===== src/rtl/vga_fetch_pkg.sv =====
`default_nettype none
// ============================================================================
//  Module      : vga_fetch_pkg
//  Description : Shared fetch-state encoding and default video geometry for
//                the SDRAM line fetcher and the VGA timing block.
//  Revision    : 1.0  initial release
// ============================================================================
package vga_fetch_pkg;

  typedef enum logic [2:0] {
    S_IDLE       = 3'd0,
    S_WAIT_SPACE = 3'd1,
    S_REQ        = 3'd2,
    S_DATA       = 3'd3,
    S_LINE_END   = 3'd4
  } fetch_state_t;

  localparam int c_burst_len  = 8;
  localparam int c_line_words = 640;
  localparam int c_lines      = 480;
  localparam int c_fifo_depth = 256;

endpackage
`default_nettype wire


===== src/rtl/line_addr_gen.sv =====
`default_nettype none
// ============================================================================
//  Module      : line_addr_gen
//  Description : Burst address, line counter and per-line word budget for the
//                SDRAM line fetcher, driven by restart/line_start/advance/line_end.
//  Revision    : 1.0  initial release
// ============================================================================
module line_addr_gen
  import vga_fetch_pkg::*;
#(
  parameter int                    ADDR_WIDTH = 24,
  parameter int                    BURST_LEN  = c_burst_len,
  parameter int                    LINE_WORDS = c_line_words,
  parameter int                    LINES      = c_lines,
  parameter logic [ADDR_WIDTH-1:0] FRAME_BASE = '0
) (
  input  logic                  clk,
  input  logic                  rst,
  input  logic                  restart,
  input  logic                  line_start,
  input  logic                  advance,
  input  logic                  line_end,
  output logic [ADDR_WIDTH-1:0] rd_addr,
  output logic                  last_burst
);

  localparam int c_wl_w = $clog2(LINE_WORDS + 1);
  localparam int c_lc_w = (LINES > 1) ? $clog2(LINES) : 1;

  localparam logic [c_wl_w-1:0]     c_line_words_w = c_wl_w'(LINE_WORDS);
  localparam logic [c_wl_w-1:0]     c_burst_words  = c_wl_w'(BURST_LEN);
  localparam logic [c_lc_w-1:0]     c_last_line    = c_lc_w'(LINES - 1);
  localparam logic [ADDR_WIDTH-1:0] c_addr_step    = ADDR_WIDTH'(BURST_LEN);

  logic [ADDR_WIDTH-1:0] r_addr;
  logic [c_lc_w-1:0]     r_line_cnt;
  logic [c_wl_w-1:0]     r_words_left;

  // restart dominates; advance and line_end never coincide in the fetcher
  always_ff @(posedge clk or posedge rst) begin
    if (rst) begin
      r_addr       <= FRAME_BASE;
      r_line_cnt   <= '0;
      r_words_left <= '0;
    end else if (restart) begin
      r_addr       <= FRAME_BASE;
      r_line_cnt   <= '0;
      r_words_left <= '0;
    end else begin
      if (line_start) begin
        r_words_left <= c_line_words_w;
      end
      if (advance) begin
        r_addr       <= r_addr + c_addr_step;
        r_words_left <= r_words_left - c_burst_words;
      end
      if (line_end) begin
        if (r_line_cnt == c_last_line) begin
          r_line_cnt <= '0;
          r_addr     <= FRAME_BASE;
        end else begin
          r_line_cnt <= r_line_cnt + 1'b1;
        end
      end
    end
  end

  assign rd_addr    = r_addr;
  assign last_burst = (r_words_left == c_burst_words);

endmodule
`default_nettype wire


===== src/rtl/sdram_line_fetcher.sv =====
`default_nettype none
// ============================================================================
//  Module      : sdram_line_fetcher
//  Description : Fills the SDRAM->VGA line FIFO with fixed-length read bursts,
//                one outstanding at a time, gated on FIFO free space.
//  Revision    : 1.0  initial release
// ============================================================================
module sdram_line_fetcher
  import vga_fetch_pkg::*;
#(
  parameter int                    ADDR_WIDTH = 24,
  parameter int                    DATA_WIDTH = 16,
  parameter int                    BURST_LEN  = c_burst_len,
  parameter int                    LINE_WORDS = c_line_words,
  parameter int                    LINES      = c_lines,
  parameter int                    FIFO_DEPTH = c_fifo_depth,
  parameter int                    LVL_WIDTH  = $clog2(FIFO_DEPTH) + 1,
  parameter logic [ADDR_WIDTH-1:0] FRAME_BASE = '0
) (
  input  logic                  clk,
  input  logic                  rst,
  input  logic                  frame_start,
  input  logic                  line_req,
  input  logic [LVL_WIDTH-1:0]  fifo_level,
  input  logic                  fifo_full,
  output logic                  rd_req,
  output logic [ADDR_WIDTH-1:0] rd_addr,
  input  logic                  rd_ack,
  input  logic                  rd_valid,
  input  logic [DATA_WIDTH-1:0] rd_data,
  output logic                  fifo_wr_en,
  output logic [DATA_WIDTH-1:0] fifo_wr_data,
  output logic                  busy,
  output logic                  line_done,
  output logic                  req_overrun,
  output logic                  protocol_err
);

  generate
    if ((LINE_WORDS % BURST_LEN) != 0) begin : g_bad_line_words
      $error("sdram_line_fetcher: LINE_WORDS must be a multiple of BURST_LEN");
    end
  endgenerate

  localparam int                   c_beat_w       = (BURST_LEN > 1) ? $clog2(BURST_LEN) : 1;
  localparam logic [c_beat_w-1:0]  c_last_beat    = c_beat_w'(BURST_LEN - 1);
  localparam logic [LVL_WIDTH-1:0] c_space_thresh = LVL_WIDTH'(FIFO_DEPTH - BURST_LEN);

  fetch_state_t          r_state, w_state_nxt;
  logic                  r_pending, w_pending_nxt;
  logic                  r_discard, w_discard_nxt;
  logic [c_beat_w-1:0]   r_beat_cnt, w_beat_cnt_nxt;
  logic                  r_rd_req, w_rd_req_nxt;
  logic                  r_fifo_wr_en, w_fifo_wr_en_nxt;
  logic [DATA_WIDTH-1:0] r_fifo_wr_data, w_fifo_wr_data_nxt;
  logic                  r_line_done, w_line_done_nxt;
  logic                  r_req_overrun, w_req_overrun_nxt;
  logic                  r_protocol_err, w_protocol_err_nxt;
  logic                  w_restart, w_line_start, w_advance, w_line_end;
  logic                  w_last_burst;
  logic                  w_drop_beat;

  line_addr_gen #(
    .ADDR_WIDTH (ADDR_WIDTH),
    .BURST_LEN  (BURST_LEN),
    .LINE_WORDS (LINE_WORDS),
    .LINES      (LINES),
    .FRAME_BASE (FRAME_BASE)
  ) u_addr_gen (
    .clk        (clk),
    .rst        (rst),
    .restart    (w_restart),
    .line_start (w_line_start),
    .advance    (w_advance),
    .line_end   (w_line_end),
    .rd_addr    (rd_addr),
    .last_burst (w_last_burst)
  );

  always_ff @(posedge clk or posedge rst) begin
    if (rst) begin
      r_state        <= S_IDLE;
      r_pending      <= 1'b0;
      r_discard      <= 1'b0;
      r_beat_cnt     <= '0;
      r_rd_req       <= 1'b0;
      r_fifo_wr_en   <= 1'b0;
      r_fifo_wr_data <= '0;
      r_line_done    <= 1'b0;
      r_req_overrun  <= 1'b0;
      r_protocol_err <= 1'b0;
    end else begin
      r_state        <= w_state_nxt;
      r_pending      <= w_pending_nxt;
      r_discard      <= w_discard_nxt;
      r_beat_cnt     <= w_beat_cnt_nxt;
      r_rd_req       <= w_rd_req_nxt;
      r_fifo_wr_en   <= w_fifo_wr_en_nxt;
      r_fifo_wr_data <= w_fifo_wr_data_nxt;
      r_line_done    <= w_line_done_nxt;
      r_req_overrun  <= w_req_overrun_nxt;
      r_protocol_err <= w_protocol_err_nxt;
    end
  end

  assign w_drop_beat = r_discard || frame_start;

  always_comb begin
    w_state_nxt        = r_state;
    w_pending_nxt      = r_pending;
    w_discard_nxt      = r_discard;
    w_beat_cnt_nxt     = r_beat_cnt;
    w_rd_req_nxt       = r_rd_req;
    w_fifo_wr_en_nxt   = 1'b0;
    w_fifo_wr_data_nxt = r_fifo_wr_data;
    w_line_done_nxt    = 1'b0;
    w_req_overrun_nxt  = r_req_overrun;
    w_protocol_err_nxt = r_protocol_err;
    w_restart          = 1'b0;
    w_line_start       = 1'b0;
    w_advance          = 1'b0;
    w_line_end         = 1'b0;

    // frame_start flushes any queued request, but a simultaneous line_req survives it
    if (frame_start) begin
      w_pending_nxt = line_req;
    end else if (line_req && (r_state != S_IDLE)) begin
      if (r_pending) w_req_overrun_nxt = 1'b1;
      else           w_pending_nxt     = 1'b1;
    end

    if ((rd_valid && (r_state != S_DATA)) || (r_fifo_wr_en && fifo_full)) begin
      w_protocol_err_nxt = 1'b1;
    end

    case (r_state)
      S_IDLE: begin
        if (frame_start) begin
          w_restart = 1'b1;
        end else if (line_req || r_pending) begin
          w_pending_nxt = line_req && r_pending;
          w_line_start  = 1'b1;
          w_state_nxt   = S_WAIT_SPACE;
        end
      end

      S_WAIT_SPACE: begin
        if (frame_start) begin
          w_restart   = 1'b1;
          w_state_nxt = S_IDLE;
        end else if (fifo_level <= c_space_thresh) begin
          w_rd_req_nxt = 1'b1;
          w_state_nxt  = S_REQ;
        end
      end

      S_REQ: begin
        // an acknowledged burst is already in flight, so it must drain even on frame_start
        if (rd_ack) begin
          w_rd_req_nxt   = 1'b0;
          w_beat_cnt_nxt = '0;
          w_discard_nxt  = frame_start;
          w_state_nxt    = S_DATA;
        end else if (frame_start) begin
          w_rd_req_nxt = 1'b0;
          w_restart    = 1'b1;
          w_state_nxt  = S_IDLE;
        end
      end

      S_DATA: begin
        if (frame_start) w_discard_nxt = 1'b1;
        if (rd_valid) begin
          w_beat_cnt_nxt = r_beat_cnt + 1'b1;
          if (!w_drop_beat) begin
            w_fifo_wr_en_nxt   = 1'b1;
            w_fifo_wr_data_nxt = rd_data;
          end
          if (r_beat_cnt == c_last_beat) begin
            if (w_drop_beat) begin
              w_discard_nxt = 1'b0;
              w_restart     = 1'b1;
              w_state_nxt   = S_IDLE;
            end else begin
              w_advance       = 1'b1;
              w_line_done_nxt = w_last_burst;
              w_state_nxt     = w_last_burst ? S_LINE_END : S_WAIT_SPACE;
            end
          end
        end
      end

      S_LINE_END: begin
        if (frame_start) w_restart  = 1'b1;
        else             w_line_end = 1'b1;
        w_state_nxt = S_IDLE;
      end

      default: begin
        w_state_nxt = S_IDLE;
      end
    endcase
  end

  assign rd_req       = r_rd_req;
  assign fifo_wr_en   = r_fifo_wr_en;
  assign fifo_wr_data = r_fifo_wr_data;
  assign busy         = (r_state != S_IDLE);
  assign line_done    = r_line_done;
  assign req_overrun  = r_req_overrun;
  assign protocol_err = r_protocol_err;

endmodule
`default_nettype wire

===== config.mk =====
export PLATFORM = sky130hd
export DESIGN_NAME = sdram_line_fetcher
export DESIGN_NICKNAME = d
export VERILOG_FILES = /design/src/rtl/vga_fetch_pkg.sv /design/src/rtl/line_addr_gen.sv /design/src/rtl/sdram_line_fetcher.sv
export SDC_FILE = /design/constraint.sdc
export NUM_CORES = 1
export LEC_CHECK = 0
export ABC_CLOCK_PERIOD_IN_PS = 2100
export BUFFER_PORTS_ARGS = -buffer_cell sky130_fd_sc_hd__buf_2
export CAP_MARGIN = 20
export CORE_ASPECT_RATIO = 1.5
export CORE_UTILIZATION = 45
export DETAILED_ROUTE_END_ITERATION = 10
export PLACE_DENSITY = 0.71
export RECOVER_POWER = 50
export SYNTH_ARGS = -nofsm -noshare
export SYNTH_HDL_FRONTEND = slang
export SYNTH_SLANG_ARGS = --single-unit

===== constraint.sdc =====
create_clock -name clk -period 2.1 [get_ports clk]
set_input_delay 0.315 -clock clk [delete_from_list [all_inputs] [get_ports clk]]
set_output_delay 0.315 -clock clk [all_outputs]
set_load 0.01 [all_outputs]

# Word level (Yosys, flattened, before mapping)
# Index checks and enable logic that the tools add are counted.
[classes]
n_lt_le_gt_ge = 1
n_mux = 61
add_sub_neg = 4
bitwise = 2
eq_ne = 17
reduce_logical = 20
[op_table]
columns = ["cell", "count"]
rows = [
  ["24-bit two-way mux", 4],
  ["3-bit two-way mux", 12],
  ["1-bit two-way mux", 34],
  ["10-bit two-way mux", 3],
  ["9-bit two-way mux", 3],
  ["24-bit by 4-bit adder with 24-bit output (second input constant)", 1],
  ["2-bit != test (second input constant)", 7],
  ["3-bit case mux with 4 select lines", 1],
  ["10-bit by 4-bit == test with 1-bit output (second input constant)", 1],
  ["10-bit by 4-bit subtractor with 10-bit output (second input constant)", 1],
  ["9-bit by 1-bit adder with 9-bit output (second input constant)", 1],
  ["9-bit == test (second input constant)", 1],
  ["9-bit by 8-bit less-or-equal comparator with 1-bit output (second input constant)", 1],
  ["3-bit AND reduction", 3],
  ["3-bit by 2-bit == test with 1-bit output (second input constant)", 2],
  ["3-bit == test (second input constant)", 2],
  ["3-bit != test (second input constant)", 2],
  ["3-bit case mux with 2 select lines", 1],
  ["6-bit AND reduction", 1],
  ["2-bit nonzero test", 3],
  ["3-bit nonzero test", 2],
  ["1-bit logical AND", 4],
  ["1-bit case mux with 2 select lines", 2],
  ["4-bit AND reduction", 1],
  ["other kinds (9)", 12],
]
[totals]
inputBits = 32
regBits = 72
wordCells = 118
out_inout_bits = 46

# Longest topological paths before layout
# Gate-level depths: netlist (run 1).
[depth]
ltp_word = 9
mapped_depth = 7
depth_no_buf = 6

# Hierarchy
# Synthesis (run 1) repeated with hierarchy kept, for this count alone.
[hier_totals]
hier_cells = 319
area_unflattened_um2 = 3397.0
[modules_own_cells]
columns = ["mod", "n_inst", "seq_area_each_um2", "area_each_um2", "cells_each"]
rows = [
  ["line_addr_gen", 1, 925.9, 1993.2, 210],
  ["sdram_line_fetcher", 1, 725.7, 1403.8, 109],
]

# Worst setup path after synthesis (run 1)
# No wires, ideal clock.
[synth_path]
path_type = "register to register"
startpoint = "register r_beat_cnt[0]"
endpoint = "register u_addr_gen.r_addr[22], in the netlist u_addr_gen.rd_addr[22]"
setup_slack_ps = -18
period_less_slack_ps = 2118
arrival_time_ps = 2031
stages_incl_launch_ff = 8
cell_sequence = "dfrtp_1 -> ha_1 -> ha_1 -> nand2_1 -> or4_4 -> buf_6 -> or4_4 -> a211oi_2"
[synth_between]
elab_chain_cells = 8
[synth_lines]
columns = ["element", "line", "source"]
rows = [
  ["start: declaration", "sdram_line_fetcher.sv:52", "logic [c_beat_w-1:0] r_beat_cnt, w_beat_cnt_nxt;"],
  ["start signal: assignment", "sdram_line_fetcher.sv:96", "r_beat_cnt <= w_beat_cnt_nxt;"],
  ["3-bit == test (*)", "sdram_line_fetcher.sv:179", "if (r_beat_cnt == c_last_beat) begin"],
  ["1-bit two-way mux", "sdram_line_fetcher.sv:179", ""],
  ["1-bit two-way mux", "sdram_line_fetcher.sv:173", "if (rd_valid) begin"],
  ["1-bit two-way mux", "sdram_line_fetcher.sv:136", "case (r_state)"],
  ["24-bit two-way mux", "line_addr_gen.sv:53", "if (advance) begin"],
  ["24-bit two-way mux", "line_addr_gen.sv:58", "if (r_line_cnt == c_last_line) begin"],
  ["24-bit two-way mux", "line_addr_gen.sv:57", "if (line_end) begin"],
  ["24-bit two-way mux (*)", "line_addr_gen.sv:45", "end else if (restart) begin"],
  ["end signal: assignment", "line_addr_gen.sv:54", "r_addr <= r_addr + c_addr_step;"],
  ["end: declaration", "line_addr_gen.sv:35", "logic [ADDR_WIDTH-1:0] r_addr;"],
]
# Every way passes the cells marked *; elsewhere a longest branch is shown, timed or not.
# A chain may end at the register's enable or synchronous reset.

# Worst setup path after layout (run 1)
[layout_path]
startpoint = "register r_beat_cnt[1]"
endpoint = "register u_addr_gen.r_addr[22], in the netlist u_addr_gen.rd_addr[22]"
# The elaborated chain is that of the path after synthesis.

==> results of run 1 <==
-- routing by layer --
metal | share of wire | up-vias
li1 | - | 1388
met1 | 0.42 | 1430
met2 | 0.52 | 108
met3 | 0.054 | 8
met4 | 0.010 | 0
met5 | 0 | -
-- flip-flops by register name, indices dropped and copies added (netlist names) --
register	flops
fifo_wr_en	1
r_beat_cnt	3
r_state	3
r_pending	1
rd_req	1
line_done	1
fifo_wr_data	16
u_addr_gen.rd_addr	21
u_addr_gen.r_line_cnt	9
r_discard	1
req_overrun	1
protocol_err	1
u_addr_gen.r_words_left	7
-- stage by stage --
step	utilization	hold WS (ns)	cell area, µm²	cells	setup TNS (ns)
after floorplan	-	0.461	3440	322	0
after global placement	0.555	0.416	4040	499	0
after detailed placement	0.555	0.417	4040	499	-0.00486
after CTS	0.587	0.0431	4270	515	0
after global routing	0.586	0.174	4260	517	-0.0802
final	0.586	0.196	4260	517	-0.0127
-- area by class of cell --
cell class,instances,area (µm²),area share
clock buffer,13,159,0.0373
clock inverter,2,60.1,0.0141
inverter,15,56.3,0.0132
multi-input combinational,224,1670,0.391
sequential,66,1650,0.387
tap,100,125,0.0293
timing repair buffer,97,544,0.128
-- path summary, 6_finish.rpt --
path | startpoint | to | slack [ns] | depth (start not counted)
max | r_beat_cnt[1]$_DFFE_PP0P_ | u_addr_gen.rd_addr[22]$_DFF_PP0_ | -0.01 | 6
min | rd_data[14] | fifo_wr_data[14]$_DFFE_PP0P_ | 0.20 | 2
max reg2reg | r_beat_cnt[1]$_DFFE_PP0P_ | u_addr_gen.rd_addr[22]$_DFF_PP0_ | -0.01 | 6
min reg2reg | req_overrun$_DFFE_PP0P_ | req_overrun$_DFFE_PP0P_ | 0.47 | 1
max in group asynchronous | rst | u_addr_gen.r_line_cnt[6]$_DFFE_PP0P_ | 0.62 | 3
min in group asynchronous | rst | fifo_wr_data[4]$_DFFE_PP0P_ | 0.51 | 3
-- power breakdown --
part | total, W | internal [W] | switching, W
Sequential | 0.00167 | 0.00151 | 0.000163
Clock | 0.00120 | 0.000729 | 0.000475
Combinational | 0.00107 | 0.000503 | 0.000564
Total | 0.00394 | 0.00274 | 0.00120
-- repair_timing --
item	4_1_cts	5_1_grt
hold buffers	0	0
gates resized for setup	0	5
cloned	1	0
endpoints found under the setup margin	2	3
endpoints found under the hold margin	0	0
pin swaps	0	5
buffers inserted	0	2
-- layout by cell type (no fill, tap or decap), drive strengths merged, types with 3 or more instances in the layout --
cell	Yosys	final
and3	4	4
and2	4	4
buf	9	76
dfrtp	66	66
nand2	21	21
nor2	8	8
o31ai	9	9
clkbuf	9	34
nand4b	3	3
and4	5	5
nor4	4	4
xnor2	5	5
a211oi	17	17
nor3	18	18
mux2i	5	5
nand2b	3	3
a21oi	8	8
xor2	8	8
mux2	16	16
conb	1	3
inv	15	15
o21ai	12	12
ha	5	5
nand3	6	6
or4	9	10
nand4	8	8
or3	10	10
-- kinds of logic after synthesis --
family	synth area share
buf+inv	0.0436
other cells	0.00110
flops	0.484
fa+ha+maj	0.0183
xor+xnor	0.0334
simple gates	0.215
mux	0.0675
compound gates	0.137
==> impl_metrics.env, run 1 <==
export IMPL_status="complete, but fails checks"
export IMPL_violations="capacitance limit, slew limit, setup timing"
export IMPL_path_buf_inv=0
export IMPL_relSlewSlack=-0.0699
export IMPL_crit_slowest_cell="or4_4"
export IMPL_cp_data_required_time_ns=2.36
export IMPL_rsz0062_at_grt="true"
export IMPL_avgSynthCellArea_um2=10.7
export IMPL_start_kind="flip-flop"
export IMPL_seq_area_frac_synth=0.484
export IMPL_grt_antenna_before_repair=0
export IMPL_wl_per_cell_um=15.0
export IMPL_grt_usage=0.210
export IMPL_rows=38
export IMPL_grt_util_met3=0.0518
export IMPL_start_util=0.469
export IMPL_worstPathCellList="ha_2 -> ha_4 -> nand2_4 -> or4_4 -> or4_4 -> a211oi_2"
export IMPL_async_flop_share=1.00
export IMPL_area_growth_pct=25.0
export IMPL_yosys_area_top_type="dfrtp_1"
export IMPL_finalSetupViolCount=1
export IMPL_drt_wl_total_mm=7.74
export IMPL_drv_cap=1
export IMPL_final_max_slew_viol_count=67
export IMPL_syn_area_um2=3410
export IMPL_busiest_layer="met2"
export IMPL_layout_nets=450
export IMPL_fin_crit_ns=2.11
export IMPL_cts_root_buffer="clkbuf_8"
export IMPL_drt_pass1_iterations=4
export IMPL_drc=0
export IMPL_die_width_um=73.1
export IMPL_grt_start_max_net_pins=67
export IMPL_clk_path_buf_depth=2
export IMPL_cts_tree="built"
export IMPL_crit_family="simple AND/OR/NAND/NOR gates"
export IMPL_hold_viol_final=0
export IMPL_path_max_fanout=6
export IMPL_synth_distinct_cells=58
export IMPL_fmax_mhz=473
export IMPL_nFillCells=654
export IMPL_dieArea_um2=7940
export IMPL_worst_pin_slew_ns=1.60
export IMPL_synth_edf_count=0
export IMPL_p_per_area_nw_per_um2=924
export IMPL_n_antenna_cell=0
export IMPL_synth_cells=320
export IMPL_crit_path_end_kind="flip-flop"
export IMPL_ios=78
export IMPL_setup_ws_ns=-0.0127
export IMPL_crit_top_cell="or4_4"
export IMPL_via_count=2934
export IMPL_criticalPathCategory="reg -> reg"
export IMPL_clk_pin_slew_worst_paths_ns=0.07
export IMPL_synth_most_common_cell="dfrtp_1"
export IMPL_cpPeakStageDelay_ns=0.56
export IMPL_grt_use_met2=0.356
export IMPL_design_core_area_um2=7270
export IMPL_p_leak_nw=1.91
export IMPL_hold_class="in -> reg"
export IMPL_clock_sinks=66
export IMPL_dp_slack_ns=-0.00349
export IMPL_fin_skew_ns=0.0151
export IMPL_ant_nets=0
export IMPL_grt_pass1_wl_mm=12.7
export IMPL_worst_skew_pair_late_latency_ns=0.35
export IMPL_synth_ff_type="dfrtp_1"
export IMPL_drive_above_1_share=0.300
export IMPL_ir_worst_vdd_v=0.000683
export IMPL_dp_final_hpwl_mm=5.37
export IMPL_cts_buffers=9
export IMPL_yosys_area_top_type_share=0.484
export IMPL_synth_warnings=0
export IMPL_power_w=0.00394
export IMPL_synth_seq_cells=66
export IMPL_grt_pass1_vias=2788
export IMPL_grt_overflow=0
export IMPL_htreeDepth=3
export IMPL_gp_congestion=0.755
export IMPL_synth_commonest_cells="dfrtp_1, nand2_1, nor3_1"
export IMPL_portBuffers=74
export IMPL_worst_ep_arrival_time_ns=2.37
export IMPL_drt_initial_drc_count=156
export IMPL_die_y_um=109
export IMPL_synth_area_top_cells="dfrtp_1, mux2_2, a211oi_1"
export IMPL_viasPerCell=5.68
export IMPL_post_route_period_util=1.01
export IMPL_met1_usage=0.251
(Power assumes the default switching activity.)
==> run 2: changes to the inputs <==
Settings changed: CELL_PAD_IN_SITES_DETAIL_PLACEMENT set to 1, CELL_PAD_IN_SITES_GLOBAL_PLACEMENT set to 1, CORE_UTILIZATION 45 to 39, CTS_BUF_LIST set to sky130_fd_sc_hd__clkbuf_4 sky130_fd_sc_hd__clkbuf_8, PLACE_DENSITY 0.71 to not set, PLACE_DENSITY_LB_ADDON set to 0.1, SLEW_MARGIN set to 20.
==> run 2 against run 1 <==
  * The flow now finishes without violations
  * Clock skew shrank 0.0086 ns
  * Critical path depth stayed put
  * Cell area increased by 1.4%
  * Highest routed layer unchanged
  * Sequential share of layout area shrank 0.55 points
  * Clock power is 17% lower
  * Count of clock-buffer cells in the layout unchanged
  * Worst hold slack lost 0.012 ns
  * Largest cell class unchanged
  * Combinational power rose by 7%
  * Register-to-register slack better by 0.06 ns
  * Largest power group unchanged
  * Cell count increased by 3.5%
==> impl_metrics.env, run 2 (synthesized netlist as in run 1, its figures left out) <==
export IMPL_status="finished clean"
export IMPL_drt_wl_total_mm=8.58
export IMPL_internal_power_w=0.00255
export IMPL_ir_worst_vdd_v=0.000589
export IMPL_worst_pin_slew_ns=0.973
export IMPL_fin_crit_ns=2.06
export IMPL_drt_pass1_iterations=4
export IMPL_r2r_end="u_addr_gen.rd_addr[18]$_DFF_PP0_"
export IMPL_viasPerCell=5.59
export IMPL_relSlewSlack=0.351
export IMPL_comb_power_share=0.303
export IMPL_hold_depth=2
export IMPL_rows=41
export IMPL_start_util=0.403
export IMPL_ff2ff_setup_slack_ns=0.04
export IMPL_drv_cap=0
export IMPL_worstPathCellList="ha_2 -> ha_4 -> nand2_2 -> or4_4 -> or4_4 -> a211oi_2"
export IMPL_crit_slowest_cell="or4_4"
export IMPL_cts_tree="built"
export IMPL_p_switching_w=0.00125
export IMPL_cts_buffers=9
export IMPL_p_seq_frac=0.436
export IMPL_switching_share=0.329
export IMPL_clk_pin_slew_worst_paths_ns=0.07
export IMPL_criticalPathCategory="reg -> reg"
export IMPL_wl_per_cell_um=16.0
export IMPL_grt_start_max_net_pins=38
export IMPL_ant_nets=0
export IMPL_post_route_period_util=0.979
export IMPL_met1_usage=0.223
export IMPL_grt_pass1_vias=3036
export IMPL_final_max_slew_viol_count=0
export IMPL_hold_end="fifo_wr_data[8]$_DFFE_PP0P_"
export IMPL_grt_use_met2=0.365
export IMPL_hold_viol_final=0
export IMPL_fin_skew_ns=0.00649
export IMPL_busiest_layer="met2"
export IMPL_cts_root_buffer="clkbuf_8"
export IMPL_area_growth_pct=26.8
export IMPL_grt_pass1_wl_mm=14.2
export IMPL_crit_path_end_kind="flip-flop"
export IMPL_clkPwrFrac=0.261
export IMPL_ff2ff_path_depth=6
export IMPL_die_width_um=78.4
export IMPL_portBuffers=74
export IMPL_largest_register_ffs=21
export IMPL_final_common_cell="dfrtp_1"
export IMPL_hp_start="rd_data[8]"
export IMPL_gp_congestion=0.806
export IMPL_nFillCells=999
export IMPL_clock_sinks=66
export IMPL_start_kind="flip-flop"
export IMPL_fmax_mhz=486
export IMPL_drc=0
export IMPL_rsz0062_at_grt="true"
export IMPL_dp_final_hpwl_mm=6.19
export IMPL_r2r_start="r_beat_cnt[1]$_DFFE_PP0P_"
export IMPL_cpPeakStageDelay_ns=0.54
export IMPL_power_w=0.00380
export IMPL_htreeDepth=3
export IMPL_path_max_fanout=6
export IMPL_cp_data_required_time_ns=2.37
export IMPL_grt_util_met3=0.0336
export IMPL_n_antenna_cell=0
export IMPL_die_y_um=117
export IMPL_fin_cells=535
export IMPL_crit_top_cell="or4_4"
export IMPL_dieArea_um2=9130
export IMPL_grt_antenna_before_repair=0
export IMPL_finalSetupViolCount=0
export IMPL_worst_skew_pair_late_latency_ns=0.36
export IMPL_hold_class="in -> reg"
export IMPL_grt_usage=0.202
export IMPL_clk_path_buf_depth=2
export IMPL_design_core_area_um2=8460
export IMPL_layout_nets=460
export IMPL_grt_overflow=0
export IMPL_ios=78
export IMPL_crit_family="simple AND/OR/NAND/NOR gates"
export IMPL_p_per_area_nw_per_um2=877
export IMPL_drive_above_1_share=0.334
export IMPL_p_leak_nw=1.96
export IMPL_placed_cells=512
export IMPL_drt_initial_drc_count=43
export IMPL_path_buf_inv=0
export IMPL_via_count=2993
export IMPL_final_cell_mix="dfrtp_1, buf_2, buf_4, nand2_1, clkbuf_1"
export IMPL_worst_ep_arrival_time_ns=2.33
==> run 2: changes by cell type in the layout (fill, tap and decap cells not counted), moves of 2 or more <==
cell,before,now
a211oi_1,14,12
a211oi_2,3,5
buf_2,54,56
buf_4,19,27
bufinv_16,2,0
clkbuf_1,22,18
clkbuf_4,0,3
clkinv_2,0,3
==> run 2: cell type report <==
type	count	area [µm²]	share of cell area
well taps	107	134	0.0310
clock inverters	3	15.0	0.00347
inverters	15	56.3	0.0130
repair buffers	108	633	0.146
multi-input cells	223	1680	0.387
clock buffers	13	160	0.0370
flip-flops and latches	66	1650	0.382
==> run 2: what timing repair did <==
item                                    4_1_cts  5_1_grt
setup buffers                                 4        2
hold buffers                                  1        0
pin swaps                                     6        1
resized for setup                             7        3
endpoints found under the setup margin        2        9
hold endpoints to repair                      4        0
==> run 2: metrics by stage <==
stage | hold WS (ns) | worst slack [ns] | TNS [ns] | instance area [µm²] | util
5_1_grt | 0.177 | -0.0590 | -0.122 | 4330 | 0.511
3_3_place_gp | 0.209 | 0.0565 | 0 | 4090 | 0.484
6_report | 0.184 | 0.0442 | 0 | 4330 | 0.511
3_5_place_dp | 0.213 | -0.0522 | -0.0522 | 4090 | 0.484
4_1_cts | 0.170 | -0.0252 | -0.0284 | 4340 | 0.513
2_1_floorplan | 0.461 | 0.00282 | 0 | 3440 | -
==> run 2: layer usage <==
layer	up-vias	routed length [µm]
li1	1402	-
met1	1512	3540
met2	65	4550
met3	14	269
met4	0	218
met5	-	0
==> run 2: power by group through the flow <==
stage                     clock, W  sequential (W)  combinational [W]
after floorplan                  0         0.00174           0.000604
after global placement           0         0.00166            0.00114
after detailed placement         0         0.00168            0.00118
after CTS                  0.00103         0.00165            0.00119
after global routing       0.00107         0.00168            0.00126
final                     0.000992         0.00166            0.00115
==> run 2: how the worst max path moves through the flow <==
| stage | startpoint | to | slack [ns] | cells after the start |
|---|---|---|---|---|
| 2_1_floorplan | r_beat_cnt[0]$_DFFE_PP0P_ | u_addr_gen.rd_addr[22]$_DFF_PP0_ | 0.003 | 7 |
| 3_3_place_gp | r_beat_cnt[0]$_DFFE_PP0P_ | u_addr_gen.rd_addr[22]$_DFF_PP0_ | 0.06 | 6 |
| 3_5_place_dp | r_beat_cnt[1]$_DFFE_PP0P_ | u_addr_gen.rd_addr[18]$_DFF_PP0_ | -0.05 | 6 |
| 4_1_cts | r_beat_cnt[1]$_DFFE_PP0P_ | u_addr_gen.rd_addr[18]$_DFF_PP0_ | -0.03 | 6 |
| 5_1_grt | r_beat_cnt[1]$_DFFE_PP0P_ | u_addr_gen.rd_addr[18]$_DFF_PP0_ | -0.06 | 6 |
| 6_report | r_beat_cnt[1]$_DFFE_PP0P_ | u_addr_gen.rd_addr[18]$_DFF_PP0_ | 0.04 | 6 |
==> run 3: changes to the inputs <==
Settings changed: CTS_BUF_LIST sky130_fd_sc_hd__clkbuf_4 sky130_fd_sc_hd__clkbuf_8 to sky130_fd_sc_hd__clkbuf_2.
==> run 3 against run 2 <==
  * First-iteration DRC count increased by 21%
  * Via count is 1.8% higher
  * Count of clock-buffer cells in the layout is 1 lower
  * Power decreased by 8.9%
  * Worst hold slack worse by 0.069 ns
  * Clock skew grew 0.017 ns
  * Critical path depth unchanged
==> impl_metrics.env, run 3 (synthesized netlist as in run 1, its figures left out) <==
export IMPL_p_per_area_nw_per_um2=785
export IMPL_placed_area_um2=4090
export IMPL_start_util=0.403
export IMPL_portBuffers=74
export IMPL_die_y_um=117
export IMPL_wl_met3_um=311
export IMPL_gp_congestion=0.806
export IMPL_path_max_fanout=6
export IMPL_grt_start_max_net_pins=38
export IMPL_start_kind="flip-flop"
export IMPL_drt_initial_drc_count=52
export IMPL_status="finished clean"
export IMPL_dp_final_hpwl_mm=6.19
export IMPL_grt_usage=0.208
export IMPL_fin_cells=553
export IMPL_ios=78
export IMPL_finalSetupViolCount=0
export IMPL_relSlewSlack=0.350
export IMPL_placed_cells=512
export IMPL_worstPathCellList="ha_2 -> ha_4 -> nand2_2 -> or4_4 -> or4_4 -> a211oi_2"
export IMPL_nFillCells=992
export IMPL_grt_antenna_before_repair=1
export IMPL_wl_per_cell_um=16.0
export IMPL_htreeDepth=3
export IMPL_cts_tree="built"
export IMPL_via_count=3047
export IMPL_criticalPathCategory="reg -> reg"
export IMPL_rows=41
export IMPL_drt_wl_total_mm=8.87
export IMPL_final_max_slew_viol_count=0
export IMPL_crit_slowest_cell="or4_4"
export IMPL_drv_cap=0
export IMPL_p_seq_frac=0.478
export IMPL_crit_path_end_kind="flip-flop"
export IMPL_design_area_um2=4400
export IMPL_hold_class="in -> reg"
export IMPL_clk_path_buf_depth=2
export IMPL_crit_family="simple AND/OR/NAND/NOR gates"
export IMPL_worst_skew_pair_late_latency_ns=0.52
export IMPL_final_common_cell="dfrtp_1"
export IMPL_p_leak_nw=2.00
export IMPL_clock_sinks=66
export IMPL_clkPwrFrac=0.181
export IMPL_fin_crit_ns=2.08
export IMPL_p_switching_w=0.00122
export IMPL_drive_above_1_share=0.326
export IMPL_final_cell_mix="dfrtp_1, buf_2, buf_4, nand2_1, dlygate4sd3_1"
export IMPL_multiInputGateArea_um2=1680
export IMPL_path_buf_inv=0
export IMPL_fmax_mhz=481
export IMPL_cp_data_required_time_ns=2.54
export IMPL_regArea_um2=1650
export IMPL_ir_worst_vdd_v=0.000514
export IMPL_grt_pass1_wl_mm=14.6
export IMPL_rsz0062_at_grt="true"
export IMPL_drt_pass1_iterations=4
export IMPL_ant_nets=0
export IMPL_worst_ep_arrival_time_ns=2.52
export IMPL_comb_power_share=0.341
export IMPL_setup_ws_ns=0.0189
export IMPL_largest_register_ffs=21
export IMPL_hold_viol_final=0
export IMPL_fin_skew_ns=0.0231
export IMPL_top_layer="met4"
export IMPL_area_growth_pct=29.1
export IMPL_met1_length_mm=3.67
export IMPL_post_route_period_util=0.991
export IMPL_drc=0
export IMPL_grt_pass1_vias=3124
export IMPL_cts_buffers=9
export IMPL_switching_share=0.354
export IMPL_dieArea_um2=9130
export IMPL_design_core_area_um2=8460
export IMPL_grt_overflow=0
export IMPL_die_width_um=78.4
export IMPL_viasPerCell=5.51
export IMPL_cpPeakStageDelay_ns=0.54
export IMPL_crit_top_cell="or4_4"
export IMPL_worst_pin_slew_ns=0.974
export IMPL_layout_nets=477
export IMPL_met2WireLength_mm=4.72
export IMPL_dp_slack_ns=-0.0522
export IMPL_internal_power_w=0.00223
export IMPL_clk_pin_slew_worst_paths_ns=0.17
export IMPL_cts_root_buffer="clkbuf_2"
-- run 3: path summary, 6_finish.rpt --
check	startpoint	endpoint	slack [ns]	cells after the start
hold reg to reg	req_overrun$_DFFE_PP0P_	req_overrun$_DFFE_PP0P_	0.49	1
max in group asynchronous	rst	u_addr_gen.rd_addr[18]$_DFF_PP0_	0.67	4
min in group asynchronous	rst	fifo_wr_data[3]$_DFFE_PP0P_	0.25	3
hold / removal	line_req	req_overrun$_DFFE_PP0P_	0.12	2
setup reg to reg	r_beat_cnt[1]$_DFFE_PP0P_	u_addr_gen.rd_addr[18]$_DFF_PP0_	0.02	6
setup / recovery	r_beat_cnt[1]$_DFFE_PP0P_	u_addr_gen.rd_addr[18]$_DFF_PP0_	0.02	6
-- run 3: area by class of cell --
type,count,area share
flip-flops and latches,66,0.375
clock buffers,12,0.0136
multi-input cells,223,0.382
well taps,107,0.0304
inverters,15,0.0128
diodes,1,0.000568
repair buffers,125,0.182
clock inverters,4,0.00426
-- run 3: timing repair --
item                       4_1_cts  5_1_grt
hold buffers                    18        0
setup buffers                    4        2
gates resized for setup          8        3
hold endpoints to repair        83        0
pin swaps                        7        1
setup endpoints to repair        3       10
-- run 3: power by group through the flow --
stage                     Sequential (W)  Combinational (W)  Clock, W
after global routing             0.00168            0.00129  0.000710
after floorplan                  0.00174           0.000604         0
after CTS                        0.00165            0.00122  0.000663
after detailed placement         0.00168            0.00118         0
final                            0.00165            0.00118  0.000624
after global placement           0.00166            0.00114         0
-- run 3: metrics by stage --
stage                     setup TNS, ns  hold slack, ns   util  power [W]
after global placement                0           0.209  0.484    0.00280
after CTS                       -0.0677          0.0600  0.522    0.00354
after global routing             -0.687          0.0768  0.520    0.00368
final                                 0           0.115  0.520    0.00346
after detailed placement        -0.0522           0.213  0.484    0.00285
after floorplan                       0           0.461      -    0.00234
-- run 3: layer usage --
metal / track usage / up-vias
li1: - / 1434
met1: 0.227 / 1530
met2: 0.385 / 70
met3: 0.0492 / 13
met4: 0.0864 / 0
met5: 0 / -
